$ cat src/rtl/rv_pkg.sv
// Shared definitions for the RV32I fetch-side PC sequencing logic.
package rv_pkg;

   localparam int unsigned XLEN_DEF = 32;

   localparam logic [2:0] F3_BEQ = 3'b000;
   localparam logic [2:0] F3_BNE = 3'b001;
   localparam logic [2:0] F3_BLT = 3'b100;
   localparam logic [2:0] F3_BGE = 3'b101;

   typedef enum logic {
      RUN  = 1'b0,
      HOLD = 1'b1
   } pc_state_t;

endpackage

$ cat src/rtl/branch_cond_eval.sv
// Conditional-branch resolution from funct3 and the Execute ALU flags.
module branch_cond_eval
   import rv_pkg::*;
(
   input  logic [2:0] funct3_i,
   input  logic       zero_i,
   input  logic       alur31_i,
   output logic       cond_o
);

   // alur31 is the sign of rs1-rs2, so it stands in for the signed less-than result.
   always_comb begin
      cond_o = 1'b0;
      case (funct3_i)
         F3_BEQ:  cond_o = zero_i;
         F3_BNE:  cond_o = ~zero_i;
         F3_BLT:  cond_o = alur31_i;
         F3_BGE:  cond_o = ~alur31_i;
         default: cond_o = 1'b0;
      endcase
   end

endmodule

$ cat src/rtl/pc_redirect_ctrl.sv
// Fetch PC register, Execute-stage redirect resolution with stall-time hold,
// pipeline flush generation and saturating branch statistics.
module pc_redirect_ctrl
   import rv_pkg::*;
#(
   parameter int unsigned     XLEN     = XLEN_DEF,
   parameter logic [XLEN-1:0] RESET_PC = '0,
   parameter int unsigned     CNT_W    = 16
) (
   input  logic             clk,
   input  logic             rst,
   input  logic             stall_f,
   input  logic             ex_valid,
   input  logic             ex_jump,
   input  logic             ex_branch,
   input  logic [2:0]       ex_funct3,
   input  logic             ex_zero,
   input  logic             ex_alur31,
   input  logic [XLEN-1:0]  ex_target,
   output logic [XLEN-1:0]  pc_f,
   output logic [XLEN-1:0]  pc_plus4_f,
   output logic             flush_d,
   output logic             flush_e,
   output logic             redirect,
   output logic             misalign,
   output logic [CNT_W-1:0] br_cnt,
   output logic [CNT_W-1:0] taken_cnt
);

   pc_state_t        state_q, state_d;
   logic [XLEN-1:0]  pc_q, pc_d;
   logic [XLEN-1:0]  pend_q, pend_d;
   logic [CNT_W-1:0] br_cnt_q, br_cnt_d;
   logic [CNT_W-1:0] taken_cnt_q, taken_cnt_d;
   logic             redirect_q, redirect_d;
   logic             misalign_q, misalign_d;

   logic            cond;
   logic            take;
   logic            take_run;
   logic            br_eval;
   logic [XLEN-1:0] tgt;

   branch_cond_eval u_cond (
      .funct3_i (ex_funct3),
      .zero_i   (ex_zero),
      .alur31_i (ex_alur31),
      .cond_o   (cond)
   );

   assign take     = ex_valid & (ex_jump | (ex_branch & cond));
   // A take seen while holding is a protocol violation and must leave no trace.
   assign take_run = take & (state_q == RUN);
   assign br_eval  = ex_valid & ex_branch & ~ex_jump & (state_q == RUN);
   assign tgt      = {ex_target[XLEN-1:2], 2'b00};

   always_ff @(posedge clk) begin
      if (rst) begin
         state_q     <= RUN;
         pc_q        <= RESET_PC;
         pend_q      <= '0;
         br_cnt_q    <= '0;
         taken_cnt_q <= '0;
         redirect_q  <= 1'b0;
         misalign_q  <= 1'b0;
      end else begin
         state_q     <= state_d;
         pc_q        <= pc_d;
         pend_q      <= pend_d;
         br_cnt_q    <= br_cnt_d;
         taken_cnt_q <= taken_cnt_d;
         redirect_q  <= redirect_d;
         misalign_q  <= misalign_d;
      end
   end

   always_comb begin
      state_d     = state_q;
      pc_d        = pc_q;
      pend_d      = pend_q;
      br_cnt_d    = br_cnt_q;
      taken_cnt_d = taken_cnt_q;
      redirect_d  = 1'b0;
      misalign_d  = take_run & (ex_target[1:0] != 2'b00);

      if (br_eval && (br_cnt_q != '1)) begin
         br_cnt_d = br_cnt_q + CNT_W'(1);
      end
      if (take_run && (taken_cnt_q != '1)) begin
         taken_cnt_d = taken_cnt_q + CNT_W'(1);
      end

      unique case (state_q)
         RUN: begin
            if (take) begin
               if (stall_f) begin
                  pend_d  = tgt;
                  state_d = HOLD;
               end else begin
                  pc_d       = tgt;
                  redirect_d = 1'b1;
               end
            end else if (!stall_f) begin
               pc_d = pc_q + XLEN'(4);
            end
         end
         HOLD: begin
            if (!stall_f) begin
               pc_d       = pend_q;
               redirect_d = 1'b1;
               state_d    = RUN;
            end
         end
         default: state_d = RUN;
      endcase
   end

   // Only the taking cycle kills ID/EX; IF/ID is killed for every held cycle.
   always_comb begin
      flush_d = 1'b0;
      flush_e = 1'b0;
      unique case (state_q)
         RUN: begin
            flush_d = take;
            flush_e = take;
         end
         HOLD: flush_d = 1'b1;
         default: ;
      endcase
   end

   assign pc_f       = pc_q;
   assign pc_plus4_f = pc_q + XLEN'(4);
   assign redirect   = redirect_q;
   assign misalign   = misalign_q;
   assign br_cnt     = br_cnt_q;
   assign taken_cnt  = taken_cnt_q;

endmodule

$ cat config.mk
export PLATFORM = sky130hd
export DESIGN_NAME = pc_redirect_ctrl
export DESIGN_NICKNAME = d
export VERILOG_FILES = /design/src/rtl/rv_pkg.sv /design/src/rtl/branch_cond_eval.sv /design/src/rtl/pc_redirect_ctrl.sv
export SDC_FILE = /design/constraint.sdc
export NUM_CORES = 1
export LEC_CHECK = 0
export CORE_UTILIZATION = 29
export DETAILED_ROUTE_END_ITERATION = 7
export PLACE_DENSITY = 0.6
export SLEW_MARGIN = 20
export SYNTH_ARGS = -nofsm -noshare
export SYNTH_HDL_FRONTEND = slang
export SYNTH_SLANG_ARGS = --single-unit
$ cat constraint.sdc
create_clock -name clk -period 2.2 [get_ports clk]
set_input_delay 0.55 -clock clk [delete_from_list [all_inputs] [get_ports clk]]
set_output_delay 0.55 -clock clk [all_outputs]
set_load 0.005 [all_outputs]
=== Word-level counts from Yosys, hierarchy flattened ===
Cells that the tools add are included.

* Add/sub/neg operators: 3
* Equality and inequality tests: 7
* Muxes and demuxes: 14
* Bitwise logic cells: 12
* Reductions and logical operators: 6

{| class="wikitable"
|+ Operators by type and width
! operator !! number
|-
| 32-bit 2-to-1 mux || 4
|-
| 32-bit case mux with 2 select lines || 1
|-
| 16-bit by 1-bit adder with 16-bit output (second input constant) || 2
|-
| 32-bit by 3-bit adder with 32-bit output (second input constant) || 1
|-
| 16-bit != test (second input constant) || 2
|-
| 1-bit AND || 7
|-
| 3-bit == test (second input constant) || 2
|-
| 1-bit case mux with 2 select lines || 3
|-
| 1-bit 2-to-1 mux || 5
|-
| 2-bit != test (second input constant) || 2
|-
| 1-bit inverter || 4
|-
| 1-bit case mux with 4 select lines || 1
|-
| 3-bit by 1-bit == test with 1-bit output (second input constant) || 1
|-
| 3-bit zero test || 1
|-
| 3-bit AND reduction || 1
|-
| 1-bit logical AND || 2
|-
| 2-bit AND reduction || 1
|-
| 2-bit nonzero test || 1
|-
| 1-bit bitwise OR || 1
|}

* Bits in registers: 97
* Input port bits: 43
* Output and inout port bits: 100
* Word-level logic and storage cells: 49

=== Logic depth before layout (Yosys ltp) ===
* Depth in word-level cells: 7
* Gate-level depth with buffers: 8
* Mapped depth without buffers: 6

=== Modules after synthesis ===
A second synthesis with hierarchy kept.

* Cells, all modules: 634
* Area total of the unflattened synthesis: 5,134.9 µm²

{| class="wikitable"
|+ Modules (own cells, without submodules)
! module !! instances !! cells an instance !! area an instance (µm²) !! seq. area each (µm²)
|-
| pc_redirect_ctrl || 1 || 630 || 5,103.6 || 1,901.8
|-
| branch_cond_eval || 1 || 4 || 31.3 || 0.0
|}

=== Worst setup path before layout ===
OpenSTA, ideal clock, no wires.

* Kind: register to output
* Start point: reg pc_q[4] (netlist: pc_f[4])
* End point: out pc_plus4_f[21]
* Data arrival time: 1.644 ns
* Required time: 1.650 ns
* Setup slack: 0.006 ns
* Stages on the path, launching flop included: 7
* Buffers on the path: 2
* Path through: dfxtp_1 and4_1 buf_2 nand4_1 clkbuf_1 o31a_1 or2_2

* Cells in the longest elaborated chain, start to end: 1

{| class="wikitable"
|+ Ends and longest elaborated chain
! element !! line !! source
|-
| start, declared || pc_redirect_ctrl.sv:31 || <nowiki>logic [XLEN-1:0] pc_q, pc_d;</nowiki>
|-
| start signal, assigned || pc_redirect_ctrl.sv:68 || <nowiki>pc_q <= pc_d;</nowiki>
|-
| 32-bit by 3-bit adder with 32-bit output || pc_redirect_ctrl.sv:133 || <nowiki>assign pc_plus4_f = pc_q + XLEN'(4);</nowiki>
|-
| end, declared || pc_redirect_ctrl.sv:21 || <nowiki>output logic [XLEN-1:0] pc_plus4_f,</nowiki>
|}

Every way passes these cells.

=== Worst setup path after layout ===
* Start point: reg pc_q[11] (netlist: pc_f[11])
* End point: out pc_plus4_f[31]

Same word-level chain as after synthesis.

==> impl_metrics.py <==
metrics = {
    "run_status": {
        "status": "finished with violations",
        "violations": "negative setup slack",
    },
    "sta": {
        "period_needed_ps": 2500,
        "setup_tns_ps": -3580,
        "setup_ws_ps": -302,
        "tightest_slew_ps": 623,
        "slew_violations": 0,
        "hold_viol_final": 0,
        "rsz0062_at_grt": "yes",
        "finalSetupViolations": 22,
        "fmax_ghz": 0.400,
        "finalHoldWorstSlack_ps": 456,
        "slew_headroom": 0.585,
        "skew_ps": 7.56,
        "fin_crit_sh": 1.14,
    },
    "clock_tree": {
        "clockBufferDepth": 2,
        "ctsHtreeMaxLevel": 3,
        "cts_tree": "built",
        "clkSinkCount": 95,
        "path_clk_slew_ps": 80,
        "insertion_delay_ps": 360,
        "cts.root.buffer_cell": "clkbuf_16",
        "cts_inserted_buffers": 9,
    },
    "die": {
        "die_x_um": 135,
        "start_util": 0.297,
        "core_area_um2": 17300,
        "dieArea_um2": 18200,
        "io_pins": 143,
        "dieHeight_um": 135,
        "rows": 48,
    },
    "placement": {
        "portBuffers": 138,
        "hpwl_um": 12500,
        "place_congestion": 0.861,
    },
    "synth": {
        "ys_async_sr_fraction": 0,
        "synth.top_cell.area_share": 0.371,
        "syn_avg_cell_area_um2": 8.07,
        "ys_types": 68,
        "synth_area_leader_cell": "dfxtp_1",
        "syn_area_um2": 5130,
        "syn_inst": 636,
        "synth_ff_type": "dfxtp_1",
        "synth_seq_cells": 95,
        "synth_area_leaders": "dfxtp_1 (37%), a221oi_1 (7.3%), nand2_1 (6.8%), a21oi_1 (4.8%), xor2_1 (2.9%)",
        "ys_seq_area_frac": 0.371,
        "synth_edf_count": 0,
        "yosysWarnings": 0,
    },
    "setup_path": {
        "path_depth": 8,
        "path_class": "reg2out",
        "cpMostUsedCell": "buf_6",
        "critPathTopFamily": "simple AND/OR/NAND/NOR gates",
        "required_ps": 1650,
        "cp_max_fo": 5,
        "reg2regPathDepth": 7,
        "startpoint_type": "flip-flop",
        "path_buf_inv": 4,
        "crit_arrival_ps": 1950,
        "path_cells": "and4_4 -> nand4_1 -> buf_6 -> buf_6 -> nor3_4 -> buf_6 -> xor2_1 -> buf_2",
        "slowest_stage": "dfxtp_2",
        "crit_path_end_kind": "output pin",
        "cpPeakStageDelay_ps": 330,
    },
    "worst_hold_path": {
        "holdCritPathClass": "reg2reg",
        "min_path_cells": 2,
    },
    "global_route": {
        "grt_pass1_wl_um": 29300,
        "grt_use_total": 0.206,
        "grt_pass1_vias": 5602,
        "overflow": 0,
        "antenna_found_initial": 2,
        "grt_max_degree": 33,
    },
    "pwr": {
        "power_density_nw_per_um2": 513,
        "peakVddDrop_mv": 0.332,
        "leakage_nw": 3.33,
    },
    "routing": {
        "drtIter0Drc": 350,
        "ant_nets": 0,
        "wl_per_cell_um": 16.6,
        "drtPass1Iterations": 5,
        "drc": 0,
        "routed_wl_um": 18400,
        "avgViaCountPerCell": 5.21,
        "via_count": 5756,
    },
    "cells_and_area": {
        "area_delta_synth_final_pct": 64.2,
        "nets": 919,
        "drive_gt1_frac": 0.309,
    },
    "run": {
        "cap_violations": 0,
    },
}
## per-layer routing
metal | wire, um | GRT usage | up-vias
met5 | 13 | 0 | -
met4 | 445 | 0.0774 | 2
met3 | 1120 | 0.0454 | 38
met2 | 8660 | 0.326 | 199
met1 | 8130 | 0.272 | 2713
li1 | - | - | 2804
## power by group
| group | total [W] | leakage (nW) | switching [W] | internal, W |
|---|---|---|---|---|
| Sequential | 0.00183 | 0.779 | 0.0000433 | 0.00179 |
| Clock | 0.00157 | 0.145 | 0.000753 | 0.000817 |
| Combinational | 0.000918 | 2.41 | 0.000433 | 0.000485 |
## layout make-up
class / count / area, um^2
inverters: 29 / 114
fillers: 1655 / 8870
multi-input cells: 467 / 3340
repair buffers: 271 / 2470
clock buffers: 10 / 239
well taps: 225 / 282
diodes: 1 / 2.50
flip-flops and latches: 95 / 1920
clock inverters: 6 / 51.3
## synthesized netlist by cell type, drive strengths merged (3+ instances only)
master,n
nand3,25
o31ai,5
and2,5
mux2i,4
a21oi,49
nor2b,8
xor2,17
nand3b,3
o211ai,3
dfxtp,95
o21ai,19
nand4,18
o2111ai,3
nor4,6
nor3,15
ha,3
o31a,3
clkbuf,34
a21o,5
or4,8
nand2,93
o21bai,4
and3,10
xnor2,16
nor2,32
mux2,3
o2bb2ai,3
buf,14
or2,12
o21a,4
a221oi,43
and4,11
inv,28
or3,3
## stage by stage
| step | utilization | std cells | instance area [um^2] | power [W] | setup slack, ps |
|---|---|---|---|---|---|
| floorplan | - | 639 | 5140 | 0.00220 | 6.35 |
| global placement | 0.427 | 1054 | 7380 | 0.00269 | -801 |
| detailed placement | 0.427 | 1054 | 7380 | 0.00270 | -844 |
| CTS | 0.471 | 1090 | 8150 | 0.00432 | -343 |
| global route | 0.487 | 1103 | 8420 | 0.00452 | -377 |
| finish | 0.487 | 1104 | 8420 | 0.00432 | -302 |
## sequential cells by signal, summed over array words and instances, names as in the netlist
register / cells
pc_f: 30
pend_q: 30
br_cnt: 16
taken_cnt: 16
misalign: 1
redirect: 1
state_q: 1
## kinds of logic (layout without fill, tap and decap cells)
group,count (synthesis),count (layout),synth area share
flip-flops,95,95,0.371
other,1,5,0.000731
buffers and inverters,77,316,0.0627
XOR/XNOR,33,33,0.0563
multiplexers,7,7,0.0176
adder cells (fa/ha/maj),3,3,0.00732
AND/OR/NAND/NOR,259,259,0.262
AO/OA/AOI/OAI,161,161,0.222
## final timing paths
check,from,to,slack (ps)
max reg2reg,taken_cnt[0]$_SDFFE_PP0P_,taken_cnt[7]$_SDFFE_PP0P_,130
max,pc_f[11]$_SDFFE_PP0P_,pc_plus4_f[31],-300
min,pend_q[20]$_SDFFE_PP0P_,pend_q[20]$_SDFFE_PP0P_,460
min reg2reg,pend_q[20]$_SDFFE_PP0P_,pend_q[20]$_SDFFE_PP0P_,460
## cell usage in the layout, fill, tap and decap left out, drive strengths merged, types with 15 or more instances in the layout
master	synthesis	routed
clkdlybuf4s50	0	99
buf	14	168
nand4	18	18
dfxtp	95	95
nand2	93	93
inv	28	31
nor3	15	15
nor2	32	32
xnor2	16	16
a221oi	43	43
xor2	17	17
a21oi	49	49
o21ai	19	19
nand3	25	25
## tightest hold or removal path, stage by stage, from the launching register on
cell and delay, ps:
dfxtp_1 310, nand2_1 50, a21oi_1 50
## what timing repair did
action                                  4_1_cts  5_1_grt
setup buffers                                22       16
resized for setup                           236       54
pin swaps                                    45       33
endpoints found under the setup margin       74       30
hold buffers                                  0        0
(Power assumes the default switching activity.)
